## config.mk

```make
export PLATFORM = sky130hd
export DESIGN_NAME = clk_div_bank_flat
export DESIGN_NICKNAME = d
export VERILOG_FILES = /design/src/rtl/clk_div_bank_if.sv /design/src/rtl/clk_div_bank.sv /design/src/flat_wrapper.sv
export SDC_FILE = /design/constraint.sdc
export NUM_CORES = 1
export LEC_CHECK = 0
export BUFFER_PORTS_ARGS = -buffer_cell sky130_fd_sc_hd__buf_2
export CAP_MARGIN = 20
export CORE_UTILIZATION = 55
export DETAILED_ROUTE_END_ITERATION = 10
export GPL_ROUTABILITY_DRIVEN = 0
export PLACE_DENSITY = 0.76
export SYNTH_ARGS = -nofsm -noshare
export SYNTH_HDL_FRONTEND = slang
export SYNTH_SLANG_ARGS = --single-unit
```

## constraint.sdc

```tcl
create_clock -name clk -period 2.7 [get_ports clk]
set_input_delay 0.135 -clock clk [delete_from_list [all_inputs] [get_ports clk]]
set_output_delay 0.135 -clock clk [all_outputs]
set_load 0.02 [all_outputs]
```

## src/rtl/clk_div_bank_if.sv

```systemverilog
// rtl/clk_div_bank_if.sv - control and status bundle for clk_div_bank
//
// Purpose: groups the per-channel run enables, the shared divider write
// port and the registered per-channel outputs of clk_div_bank.
//
// Signals:
//   en      [CHANNELS] per-channel run enable
//   wr_en              divider write strobe (one write per cycle)
//   wr_ch   [CH_W]     target channel of the write
//   wr_data [CNT_W]    new divider value N
//   out     [CHANNELS] registered square-wave outputs
//   tick    [CHANNELS] one-cycle pulse, high while a new out level is fresh
//   pending [CHANNELS] a written value is waiting for the terminal count
//
// Modports: master drives enables and writes; slave is the divider bank.

interface clk_div_bank_if #(
    parameter int CHANNELS = 4,
    parameter int CNT_W    = 8,
    parameter int CH_W     = 2
);
    logic [CHANNELS-1:0] en;
    logic                wr_en;
    logic [CH_W-1:0]     wr_ch;
    logic [CNT_W-1:0]    wr_data;
    logic [CHANNELS-1:0] out;
    logic [CHANNELS-1:0] tick;
    logic [CHANNELS-1:0] pending;

    modport master (
        output en,
        output wr_en,
        output wr_ch,
        output wr_data,
        input  out,
        input  tick,
        input  pending
    );

    modport slave (
        input  en,
        input  wr_en,
        input  wr_ch,
        input  wr_data,
        output out,
        output tick,
        output pending
    );
endinterface

```

## src/rtl/clk_div_bank.sv

```systemverilog
// rtl/clk_div_bank.sv - bank of programmable square-wave / strobe dividers
//
// Purpose: CHANNELS independent dividers in the clk domain. Each running
// channel toggles its output every N+1 enabled cycles (period 2*(N+1)).
// Divider values written while a channel runs are parked in a shadow
// register and only become active at that channel's terminal count, so a
// retune never shortens or stretches the half-period in progress.
//
// Ports:
//   clk    rising-edge clock for all state
//   rst_n  asynchronous active-low reset, clears every channel to N=0
//   bus    clk_div_bank_if slave modport (en, wr_*, out, tick, pending)

module clk_div_bank #(
    parameter int CHANNELS = 4,
    parameter int CNT_W    = 8,
    parameter int CH_W     = 2
) (
    input  logic           clk,
    input  logic           rst_n,
    clk_div_bank_if.slave  bus
);

    // Per-channel state, current (_q) and next (_d).
    logic [CNT_W-1:0]    cnt_q    [CHANNELS];
    logic [CNT_W-1:0]    cnt_d    [CHANNELS];
    logic [CNT_W-1:0]    active_q [CHANNELS];
    logic [CNT_W-1:0]    active_d [CHANNELS];
    logic [CNT_W-1:0]    shadow_q [CHANNELS];
    logic [CNT_W-1:0]    shadow_d [CHANNELS];
    logic [CHANNELS-1:0] pend_q;
    logic [CHANNELS-1:0] pend_d;
    logic [CHANNELS-1:0] out_q;
    logic [CHANNELS-1:0] out_d;
    logic [CHANNELS-1:0] tick_q;
    logic [CHANNELS-1:0] tick_d;

    // Decoded per-channel events for this edge.
    logic [CHANNELS-1:0] wr_hit;
    logic [CHANNELS-1:0] at_term;

    // A select value at or above CHANNELS matches no channel, so such a
    // write is dropped without any extra range check.
    always_comb begin
        wr_hit  = '0;
        at_term = '0;
        for (int c = 0; c < CHANNELS; c++) begin
            wr_hit[c]  = bus.wr_en && (bus.wr_ch == CH_W'(c));
            at_term[c] = (cnt_q[c] == active_q[c]);
        end
    end

    always_comb begin
        pend_d = pend_q;
        out_d  = out_q;
        tick_d = '0;
        for (int c = 0; c < CHANNELS; c++) begin
            cnt_d[c]    = cnt_q[c];
            active_d[c] = active_q[c];
            shadow_d[c] = shadow_q[c];

            if (!bus.en[c]) begin
                // Idle: hold the output low and the counter at zero. There is
                // no phase to protect, so writes land in active immediately
                // and any parked value is promoted.
                cnt_d[c] = '0;
                out_d[c] = 1'b0;
                if (wr_hit[c]) begin
                    active_d[c] = bus.wr_data;
                    shadow_d[c] = bus.wr_data;
                    pend_d[c]   = 1'b0;
                end else if (pend_q[c]) begin
                    active_d[c] = shadow_q[c];
                    pend_d[c]   = 1'b0;
                end
            end else if (at_term[c]) begin
                // Terminal count: toggle and start the next half-period. A
                // write on this very edge governs that next half-period, so it
                // bypasses the shadow instead of waiting a whole extra phase.
                cnt_d[c]  = '0;
                out_d[c]  = ~out_q[c];
                tick_d[c] = 1'b1;
                if (wr_hit[c]) begin
                    active_d[c] = bus.wr_data;
                    shadow_d[c] = bus.wr_data;
                    pend_d[c]   = 1'b0;
                end else if (pend_q[c]) begin
                    active_d[c] = shadow_q[c];
                    pend_d[c]   = 1'b0;
                end
            end else begin
                // Counting: cnt < active here, so the increment cannot wrap.
                // A write is parked; a later write before the terminal simply
                // overwrites the shadow.
                cnt_d[c] = cnt_q[c] + CNT_W'(1);
                if (wr_hit[c]) begin
                    shadow_d[c] = bus.wr_data;
                    pend_d[c]   = 1'b1;
                end
            end
        end
    end

    always_ff @(posedge clk or negedge rst_n) begin
        if (!rst_n) begin
            for (int c = 0; c < CHANNELS; c++) begin
                cnt_q[c]    <= '0;
                active_q[c] <= '0;
                shadow_q[c] <= '0;
            end
            pend_q <= '0;
            out_q  <= '0;
            tick_q <= '0;
        end else begin
            for (int c = 0; c < CHANNELS; c++) begin
                cnt_q[c]    <= cnt_d[c];
                active_q[c] <= active_d[c];
                shadow_q[c] <= shadow_d[c];
            end
            pend_q <= pend_d;
            out_q  <= out_d;
            tick_q <= tick_d;
        end
    end

    assign bus.out     = out_q;
    assign bus.tick    = tick_q;
    assign bus.pending = pend_q;

    // active only changes on edges that also clear cnt, so the counter can
    // never overtake the divider value it is compared against.
    for (genvar g = 0; g < CHANNELS; g++) begin : g_chk
        a_cnt_bound: assert property (
            @(posedge clk) disable iff (!rst_n) cnt_q[g] <= active_q[g]
        );
    end

endmodule

```

## src/flat_wrapper.sv

```systemverilog
// flat-port wrapper written by rule: the top's interface ports become plain ports
module clk_div_bank_flat 
#(
    parameter int CHANNELS = 4,
    parameter int CNT_W    = 8,
    parameter int CH_W     = 2
)
  (clk, rst_n, bus_en, bus_wr_en, bus_wr_ch, bus_wr_data, bus_out, bus_tick, bus_pending);
  clk_div_bank_if #(.CHANNELS(CHANNELS), .CNT_W(CNT_W), .CH_W(CH_W)) bus_i ();
  input  logic clk;
  input  logic rst_n;
  input wire logic [$bits(bus_i.en)-1:0] bus_en;
  input wire logic [$bits(bus_i.wr_en)-1:0] bus_wr_en;
  input wire logic [$bits(bus_i.wr_ch)-1:0] bus_wr_ch;
  input wire logic [$bits(bus_i.wr_data)-1:0] bus_wr_data;
  output wire logic [$bits(bus_i.out)-1:0] bus_out;
  output wire logic [$bits(bus_i.tick)-1:0] bus_tick;
  output wire logic [$bits(bus_i.pending)-1:0] bus_pending;
  assign bus_i.en = bus_en;
  assign bus_i.wr_en = bus_wr_en;
  assign bus_i.wr_ch = bus_wr_ch;
  assign bus_i.wr_data = bus_wr_data;
  assign bus_out = bus_i.out;
  assign bus_tick = bus_i.tick;
  assign bus_pending = bus_i.pending;
  clk_div_bank #(.CHANNELS(CHANNELS), .CNT_W(CNT_W), .CH_W(CH_W)) u_core (.clk(clk), .rst_n(rst_n), .bus(bus_i));
endmodule
```

==> flow_metrics.env, run 1 <==
export IMPL_ys_ff_latch=108
export IMPL_status="complete, no violations"
export IMPL_clockBufferDepth=2
export IMPL_synthCells=344
export IMPL_synth_top_area_share_pct=59.0
export IMPL_required_ns=2.94
export IMPL_cts_root_buf="clkbuf_8"
export IMPL_grt_pass1_vias=2562
export IMPL_grt_pass1_wl_um=12700
export IMPL_crit_path_end_kind="register"
export IMPL_ctsHtreeMaxLevel=3
export IMPL_crit_chain="xor2_1, nor4_1, a21bo_1, a21boi_4, mux2_2"
export IMPL_slowest_delay_ns=0.48
export IMPL_synth_area_top_cells="dfrtp_1 59%, mux2_2 16%, xor2_1 8.2%"
export IMPL_syn_area_mm2=0.00458
export IMPL_period_minus_slack_ns=2.29
export IMPL_path_max_fanout=9
export IMPL_ys_warnings_count=0
export IMPL_hold_viol_final=0
export IMPL_final_antenna_net_count=0
export IMPL_setup_viol=0
export IMPL_cts_buffers=9
export IMPL_synth_cell_types=26
export IMPL_cts_setup_buffers=0
export IMPL_synth_most_common_cell="dfrtp_1"
export IMPL_slew_viol_final=0
export IMPL_drt_first_iter_violations=89
export IMPL_core_mm2=0.00789
export IMPL_num_fill_cells=598
export IMPL_die_w_um=93.3
export IMPL_io_buffers=28
export IMPL_cts_hold_fix_buffers=2
export IMPL_cts_repair_resized=0
export IMPL_p_leak_nw=2.39
export IMPL_total_power_mw=3.85
export IMPL_powerDensity_mw_per_mm2=768
export IMPL_period_share_pct=84.7
export IMPL_diodes=0
export IMPL_arrival_ns=2.53
export IMPL_async_reset_ff_share_pct=100
export IMPL_tightest_slew_ns=0.629
export IMPL_tritoncts="yes"
export IMPL_cp_start_kind="register"
export IMPL_grt_overflow=0
export IMPL_synth_seq_area_share_pct=59.0
export IMPL_placed_cells=472
export IMPL_drive_gt1_share_pct=29.6
export IMPL_max_slew_margin_pct=58.0
export IMPL_skew_ns=0.0109
export IMPL_min_from="bus_en[1]"
export IMPL_min_path_type="in2reg"
export IMPL_nets=404
export IMPL_layout_cells_non_filler=487
export IMPL_path_class="reg2reg"
export IMPL_critPathLaunch="u_core.cnt_q[17]"
export IMPL_clk_pin_slew_ns=0.09
export IMPL_dp_hpwl_um=5090
export IMPL_initial_utilization_pct=58.1
export IMPL_ios=29
export IMPL_ir_worst_vdd_v=0.000345
export IMPL_fin_setup_tns_ns=0
export IMPL_grt_util_all_layers_pct=19.1
export IMPL_drtPass1Iterations=4
export IMPL_drt_wl_total_um=7460
export IMPL_wl_per_cell_um=15.3
export IMPL_dieArea_mm2=0.00870
export IMPL_antenna_found_initial=0
export IMPL_syn_to_final_growth_pct=9.50
export IMPL_synth_ff_type="dfrtp_1"
export IMPL_syn_nets=365
export IMPL_rsz0062_at_grt="no"
export IMPL_synth_common_cells="108 x dfrtp_1, 64 x mux2_2, 43 x xor2_1, 36 x nor2_1, 19 x nand3_1"
export IMPL_r2r_start="u_core.cnt_q[17]"
export IMPL_rows=32
export IMPL_grt_max_degree=109
export IMPL_cts_sinks=108
export IMPL_synth_edf_count=0
export IMPL_avgSynthCellArea_um2=13.3
export IMPL_die_height_um=93.3
export IMPL_fmax_mhz=437
export IMPL_synth_largest_area_cell="dfrtp_1"
export IMPL_max_cap_violations=0
export IMPL_drc=0
export IMPL_crit_slowest_cell="nor4_1"
export IMPL_vias_per_cell=5.22
export IMPL_vias=2544
export IMPL_clock_latency_ns=0.35
==> registers in the layout, indices dropped and copies added, names as in the netlist <==
name                cells
u_core.bus.out          4
u_core.bus.pending      4
u_core.cnt_q           32
u_core.active_q        32
u_core.bus.tick         4
u_core.shadow_q        32
==> stage by stage <==
step	hold slack, ns	setup WS [ns]	utilization [%]	cell area, um^2
2_1_floorplan	-0.161	0.745	-	4580
3_3_place_gp	0.250	0.500	61.5	4850
3_5_place_dp	0.254	0.400	61.5	4850
4_1_cts	0.0129	0.375	63.6	5020
5_1_grt	0.0202	0.255	63.6	5020
6_report	0.0247	0.412	63.6	5020
==> critical path, delay by kind of cell, from the launching register on <==
kind	cells	cell delay, ns
compound gates	2	0.71
simple gates	1	0.48
flops	1	0.44
mux	1	0.38
xor+xnor	1	0.16
==> metal layers <==
| metal | GRT usage (%) | up-vias | wire [um] |
|---|---|---|---|
| met3 | 4.15 | 8 | 193 |
| li1 | - | 1243 | - |
| met1 | 27.0 | 1265 | 3670 |
| met2 | 29.4 | 28 | 3500 |
| met5 | 0 | - | 0 |
| met4 | 6.54 | 0 | 92 |
==> report_power, final <==
part | total [mW] | switching (mW) | internal [mW]
registers | 2.24 | 0.250 | 1.98
logic | 0.803 | 0.344 | 0.458
clock network | 0.816 | 0.498 | 0.318
==> layout by cell type (no fill, tap or decap), types with 2 or more instances in the layout <==
cell type        n
clkbuf_8         9
ha_1             4
nor2_1          36
a21boi_4         2
xor2_1          43
o21ai_2          2
a21oi_1          3
and3_1          13
nand3_1         19
and2_1           5
clkinv_2         2
buf_4            2
nor4_1           5
nand2_1          3
nand3b_1         2
dfrtp_1        108
inv_1            7
buf_2           27
dlygate4sd3_1    2
xnor2_1         17
nand4_1          2
mux2_2          64
==> cell type report <==
cell class	count	area, um^2	area share, %
Sequential cell	108	2700	53.9
Clock inverter	3	17.5	0.349
Tap cell	102	128	2.54
Multi-Input combinational cell	225	1830	36.4
Inverter	7	26.3	0.524
Timing Repair Buffer	32	190	3.79
Clock buffer	10	128	2.54
==> kinds of logic (layout without fill, tap and decap cells) <==
family | after synthesis | in the layout | share of synthesized area (%)
flops | 108 | 108 | 59.0
simple gates | 87 | 87 | 9.45
mux | 64 | 64 | 15.7
xor+xnor | 60 | 60 | 11.5
buf+inv | 11 | 52 | 1.17
compound gates | 10 | 10 | 2.13
fa+ha+maj | 4 | 4 | 1.09
==> worst paths after layout <==
kind                       slack [ns]             endpoint  cells past startpoint
min in group asynchronous        0.38   u_core.bus.tick[3]                      3
min                              0.02    u_core.bus.out[1]                      2
max reg2reg                      0.41  u_core.active_q[19]                      5
min reg2reg                      0.50  u_core.shadow_q[10]                      1
max in group asynchronous        1.89  u_core.active_q[30]                      3
max                              0.41  u_core.active_q[19]                      5
No activity file was read; power rests on OpenSTA's default activity.
==> run 2: changes to the inputs <==
--- a/config.mk
+++ b/config.mk
@@ -5,6 +5,7 @@
 export SDC_FILE = /design/constraint.sdc
 export NUM_CORES = 1
 export LEC_CHECK = 0
+export ABC_AREA = 1
 export BUFFER_PORTS_ARGS = -buffer_cell sky130_fd_sc_hd__buf_2
 export CAP_MARGIN = 20
 export CORE_UTILIZATION = 55
==> constraint.sdc (replaced) <==
create_clock -name clk -period 2.3 [get_ports clk]
set_input_delay 0.115 -clock clk [delete_from_list [all_inputs] [get_ports clk]]
set_output_delay 0.115 -clock clk [all_outputs]
set_load 0.02 [all_outputs]
==> run 2 against run 1 <==
Effect of this change: worst setup slack gained 0.29 ns; area after synthesis grew 7.8%; largest cell class unchanged; worst hold slack gained 0.0079 ns; cell count grew 53%; cell area grew 7.9%; first-iteration DRC count grew 3.4%; clock skew shrank 0.0027 ns; global-route usage grew 1.7 points; combinational power grew 78%; critical path depth grew 3; critical endpoint unchanged; sequential power grew 21%.
==> flow_metrics.env, run 2 <==
export IMPL_syn_area_mm2=0.00494
export IMPL_die_height_um=96.8
export IMPL_skew_ns=0.00825
export IMPL_dr_max_layer_used="met4"
export IMPL_dpl_instance_area_mm2=0.00517
export IMPL_ys_warnings_count=0
export IMPL_syn_to_final_growth_pct=9.57
export IMPL_avgSynthCellArea_um2=8.33
export IMPL_setup_viol=0
export IMPL_final_antenna_net_count=0
export IMPL_min_path_type="in2reg"
export IMPL_status="complete, no violations"
export IMPL_vias=3743
export IMPL_dr_wl_met2_um=4100
export IMPL_diodes=0
export IMPL_final_area_mm2=0.00541
export IMPL_cts_sinks=108
export IMPL_clk_pin_slew_ns=0.10
export IMPL_grt_overflow=0
export IMPL_fin_setup_tns_ns=0
export IMPL_layout_cells_non_filler=745
export IMPL_path_class="reg2reg"
export IMPL_synth_cell_types=22
export IMPL_dieArea_mm2=0.00936
export IMPL_routed_wl_met3_um=254
export IMPL_powerDensity_mw_per_mm2=978
export IMPL_whs_ns=0.0326
export IMPL_synth_edf_count=0
export IMPL_ir_worst_vdd_v=0.000506
export IMPL_slew_viol_final=0
export IMPL_die_w_um=96.8
export IMPL_cts_root_buf="clkbuf_8"
export IMPL_synth_common_cells="204 x nand2_1, 108 x dfrtp_1, 73 x inv_1, 46 x nand3_1, 45 x nor2_1"
export IMPL_tritoncts="yes"
export IMPL_tightest_slew_ns=0.583
export IMPL_synth_ff_type="dfrtp_1"
export IMPL_initial_utilization_pct=56.6
export IMPL_rows=34
export IMPL_ios=29
export IMPL_synth_largest_area_cell="dfrtp_1"
export IMPL_cp_start_kind="register"
export IMPL_synth_top_area_share_pct=54.7
export IMPL_crit_path_end_kind="register"
export IMPL_dp_slack_ns=0.721
export IMPL_fmax_mhz=626
export IMPL_required_ns=2.57
export IMPL_grt_pass1_wl_um=15800
export IMPL_drive_gt1_share_pct=11.5
export IMPL_grt_pass1_vias=3603
export IMPL_max_cap_violations=0
export IMPL_p_leak_nw=2.82
export IMPL_arrival_ns=1.87
export IMPL_synth_most_common_cell="nand2_1"
export IMPL_synth_area_top_cells="dfrtp_1 55%, nand2_1 16%, inv_1 5.5%"
export IMPL_core_mm2=0.00872
export IMPL_nets=653
export IMPL_holdPathStages=3
export IMPL_drtPass1Iterations=4
export IMPL_reg_largest_list="u_core.active_q (32), u_core.cnt_q (32), u_core.shadow_q (32)"
export IMPL_dp_hpwl_um=6450
export IMPL_async_reset_ff_share_pct=100
export IMPL_grt_util_all_layers_pct=20.8
export IMPL_synth_seq_area_share_pct=54.7
export IMPL_clock_latency_ns=0.37
export IMPL_synthCells=593
export IMPL_drt_first_iter_violations=92
export IMPL_max_slew_margin_pct=61.1
export IMPL_ctsHtreeMaxLevel=3
export IMPL_period_minus_slack_ns=1.60
export IMPL_placed_cells=725
export IMPL_drt_wl_total_um=8910
export IMPL_grt_max_degree=48
export IMPL_drc=0
export IMPL_ys_ff_latch=108
export IMPL_hold_viol_final=0
export IMPL_setup_ws_ns=0.703
export IMPL_r2r_cells=8
export IMPL_final_cell_mix="204 x nand2_1, 108 x dfrtp_1, 73 x inv_1"
export IMPL_wl_per_cell_um=12.0
export IMPL_syn_nets=614
export IMPL_wl_met1_um=4370
export IMPL_path_max_fanout=18
export IMPL_io_buffers=28
export IMPL_cts_buffers=9
export IMPL_vias_per_cell=5.02
export IMPL_clockBufferDepth=2
export IMPL_rsz0062_at_grt="no"
export IMPL_period_share_pct=69.4
export IMPL_mostFrequentLayoutCell="nand2_1"
export IMPL_antenna_found_initial=0
==> run 2: cell types whose count changed in the layout (fill, tap and decap cells not counted), moves of 5 or more <==
cell / previous run / this run
and3_1: 13 / 0
nor2_1: 36 / 45
a21oi_1: 3 / 12
xor2_1: 43 / 4
nand3_1: 19 / 46
mux2_2: 64 / 0
nor3_1: 0 / 12
and2_1: 5 / 0
inv_1: 7 / 73
nand2_2: 0 / 7
o21ai_0: 0 / 32
nand2_1: 3 / 204
nor4_1: 5 / 0
==> run 2: cell type report <==
cell class | instances | area [um^2]
multi-input combinational | 400 | 1870
clock inverter | 7 | 77.6
fill | 738 | 3310
sequential | 108 | 2700
clock buffer | 9 | 124
timing repair buffer | 36 | 213
tap | 108 | 135
inverter | 77 | 289
==> run 2: path summary, 6_finish.rpt <==
| path | endpoint | slack, ns | startpoint |
|---|---|---|---|
| max | u_core.active_q[19] | 0.70 | u_core.cnt_q[18] |
| min | u_core.cnt_q[28] | 0.03 | bus_en[0] |
| max reg2reg | u_core.active_q[19] | 0.70 | u_core.cnt_q[18] |
| min reg2reg | u_core.bus.out[0] | 0.50 | u_core.bus.out[0] |
| max in group asynchronous | u_core.bus.pending[2] | 1.36 | rst_n |
| min in group asynchronous | u_core.bus.tick[1] | 0.27 | rst_n |
==> run 2: critical path, stage by stage (launching register included) <==
cell	delay (ns)
dfrtp_1	0.44
xnor2_1	0.17
nand2_1	0.06
nor2_1	0.14
nand2_2	0.10
nand2_4	0.19
nand2_1	0.22
nand2_1	0.13
nand2_1	0.06
==> run 2: kinds of logic (layout without fill, tap and decap cells) <==
family | Yosys count | in the layout | share of synthesized area [%]
buffers and inverters | 85 | 129 | 7.40
AO/OA/AOI/OAI | 48 | 48 | 4.86
flip-flops | 108 | 108 | 54.7
AND/OR/NAND/NOR | 328 | 328 | 28.5
XOR/XNOR | 20 | 20 | 3.55
adder cells (fa/ha/maj) | 4 | 4 | 1.01
==> run 2: stage by stage <==
| stage | total power [mW] | util (%) |
|---|---|---|
| final | 5.29 | 62.1 |
| after global routing | 5.71 | 62.1 |
| after CTS | 5.35 | 62.1 |
| after detailed placement | 4.18 | 59.3 |
| after global placement | 4.11 | 59.3 |
| after floorplan | 3.82 | - |
==> run 2: routing by layer <==
metal  vias to the layer above  track usage, %
li1                       1910               -
met1                      1765            29.8
met2                        54            31.9
met3                        14            2.67
met4                         0            9.18
met5                         -               0
==> run 2: what timing repair did <==
| item | in CTS | in global routing |
|---|---|---|
| hold buffers | 4 | 0 |
| endpoints found under the hold margin | 49 | 0 |
| buffers inserted | 0 | 0 |
| endpoints found under the setup margin | 0 | 0 |
| resized for setup | 0 | 0 |
==> run 2: report_power, final <==
part	leakage (nW)	total (mW)	switching, mW	internal [mW]
logic	1.32	1.43	0.880	0.552
registers	1.41	2.70	0.336	2.36
clock network	0.0877	1.16	0.656	0.506
total	2.82	5.29	1.87	3.42
==> run 3: changes to the inputs <==
==> constraint.sdc (replaced) <==
create_clock -name clk -period 1.5 [get_ports clk]
set_input_delay 0.075 -clock clk [delete_from_list [all_inputs] [get_ports clk]]
set_output_delay 0.075 -clock clk [all_outputs]
set_load 0.02 [all_outputs]
==> run 3 against run 2 <==
Effect of this change: cell count up 3.1%; global-route usage fell by 0.054 points; clock power up 63%; total power grew 61%; sequential power is 54% higher; sequential cell count did not move; maximum frequency rose by 13%; non-clock buffer count rose by 22; critical path type unchanged; critical endpoint is now u_core.active_q[31].
==> flow_metrics.env, run 3 (synthesized netlist as in run 2, its figures left out) <==
export IMPL_skew_ns=0.0103
export IMPL_syn_to_final_growth_pct=14.5
export IMPL_p_sw_share_pct=36.1
export IMPL_drive_gt1_share_pct=14.8
export IMPL_rows=34
export IMPL_antenna_found_initial=0
export IMPL_num_fill_cells=714
export IMPL_tritoncts="yes"
export IMPL_drc=0
export IMPL_ctsHtreeMaxLevel=3
export IMPL_core_mm2=0.00872
export IMPL_dp_hpwl_um=6530
export IMPL_vias=3826
export IMPL_period_minus_slack_ns=1.41
export IMPL_path_max_fanout=8
export IMPL_r2r_cells=8
export IMPL_arrival_ns=1.68
export IMPL_grt_overflow=0
export IMPL_dp_slack_ns=0.0584
export IMPL_cp_common_cell="nand2_1"
export IMPL_clock_latency_ns=0.37
export IMPL_r2r_end="u_core.active_q[31]"
export IMPL_crit_buf_inv=0
export IMPL_diodes=0
export IMPL_cp_start_kind="register"
export IMPL_wl_per_cell_um=12.2
export IMPL_hold_viol_final=0
export IMPL_crit_path_end_kind="register"
export IMPL_cts_root_buf="clkbuf_8"
export IMPL_grt_pass1_vias=3533
export IMPL_crit_chain="xnor2_1, nand2_1, nor2_2, nand2_2, nand2_4, nand2_4, nand2_1, nand2_1"
export IMPL_powerDensity_mw_per_mm2=1510
export IMPL_die_height_um=96.8
export IMPL_io_buffers=28
export IMPL_internal_power_mw=5.45
export IMPL_mostFrequentLayoutCell="nand2_1"
export IMPL_vias_per_cell=4.98
export IMPL_ir_worst_vdd_v=0.000794
export IMPL_seq_power_share_pct=48.8
export IMPL_drt_first_iter_violations=206
export IMPL_required_ns=1.77
export IMPL_status="complete, no violations"
export IMPL_min_path_type="in2reg"
export IMPL_drt_wl_total_um=9400
export IMPL_comb_power_share_pct=29.0
export IMPL_placed_cells=731
export IMPL_tightest_slew_ns=0.559
export IMPL_grt_pass1_wl_um=15700
export IMPL_path_class="reg2reg"
export IMPL_die_w_um=96.8
export IMPL_min_from="bus_wr_data[6]"
export IMPL_clockBufferDepth=2
export IMPL_cts_buffers=9
export IMPL_max_slew_margin_pct=62.8
export IMPL_final_antenna_net_count=0
export IMPL_drtPass1Iterations=4
export IMPL_whs_ns=0.0948
export IMPL_fmax_mhz=710
export IMPL_multi_input_area_mm2=0.00190
export IMPL_grt_max_degree=109
export IMPL_r2r_start="u_core.cnt_q[27]"
export IMPL_reg_largest_list="u_core.active_q (32), u_core.cnt_q (32), u_core.shadow_q (32)"
export IMPL_slew_viol_final=0
export IMPL_ios=29
export IMPL_initial_utilization_pct=56.6
export IMPL_dieArea_mm2=0.00936
export IMPL_holdPathStages=3
export IMPL_period_share_pct=94.0
export IMPL_p_sw_mw=3.07
export IMPL_whs_endpoint="u_core.shadow_q[22]"
export IMPL_final_cell_mix="203 x nand2_1, 108 x dfrtp_1, 73 x inv_1"
export IMPL_layout_cells_non_filler=768
export IMPL_setup_ws_ns=0.0907
export IMPL_final_seq_area_mm2=0.00270
export IMPL_max_cap_violations=0
export IMPL_setup_viol=0
export IMPL_pwr_share_clk_pct=22.2
export IMPL_p_leak_nw=2.98
export IMPL_slowest_delay_ns=0.43
export IMPL_critical_path_top_delay_family="simple AND/OR/NAND/NOR gates"
export IMPL_cts_sinks=108
export IMPL_crit_slowest_cell="dfrtp_1"
export IMPL_nets=676
export IMPL_rrSetupSlack_ns=0.09
export IMPL_clk_pin_slew_ns=0.11
export IMPL_grt_util_all_layers_pct=20.7
==> run 3: cell type report <==
type / count / share of cell area, %
sequential: 108 / 47.8
inverter: 77 / 5.11
multi-input combinational: 401 / 33.6
clock buffer: 9 / 2.19
tap: 108 / 2.39
clock inverter: 7 / 1.70
timing repair buffer: 58 / 7.23
==> run 3: routing by layer <==
layer | GRT usage (%) | vias to the layer above | wire (um)
met5 | 0 | - | 0
met4 | 3.90 | 0 | 59
met3 | 5.42 | 5 | 393
met2 | 33.6 | 79 | 4520
met1 | 28.5 | 1774 | 4430
li1 | - | 1968 | -
==> run 3: what timing repair did <==
action                                 CTS  global route
hold buffers                             5             0
setup buffers                            0            15
resized for setup                        0             7
setup endpoints to repair                0            44
endpoints found under the hold margin  116             0
==> run 3: worst min-delay path, stage by stage <==
cell and delay (ns):
buf_2 0.07, inv_1 0.09, o21ai_1 0.19
==> run 3: how the worst max path moves through the flow <==
stage	startpoint	to	slack, ns	cells past startpoint
2_1_floorplan	u_core.cnt_q[21]	u_core.active_q[16]	0.23	10
3_3_place_gp	u_core.cnt_q[29]	u_core.active_q[30]	0.1	10
3_5_place_dp	u_core.cnt_q[26]	u_core.active_q[27]	0.06	8
4_1_cts	u_core.cnt_q[26]	u_core.active_q[27]	0.04	8
5_1_grt	u_core.active_q[25]	u_core.active_q[31]	-0.01	10
6_report	u_core.cnt_q[27]	u_core.active_q[31]	0.09	8
==> run 3: power by group through the flow <==
stage | sequential (mW) | clock, mW | combinational (mW)
6_report | 4.16 | 1.89 | 2.47
5_1_grt | 4.25 | 2.05 | 2.83
4_1_cts | 4.16 | 1.94 | 2.33
3_5_place_dp | 4.22 | 0 | 2.30
3_3_place_gp | 4.19 | 0 | 2.19
2_1_floorplan | 4.16 | 0 | 1.71
==> run 3: stage by stage <==
stage,instance area [um^2],utilization (%),power (mW),TNS (ns)
after floorplan,4940,-,5.86,0
final,5660,64.9,8.52,0
after global routing,5660,64.9,9.12,-0.0347
after CTS,5500,63.1,8.43,0
after detailed placement,5230,60.0,6.52,0
after global placement,5230,60.0,6.38,0
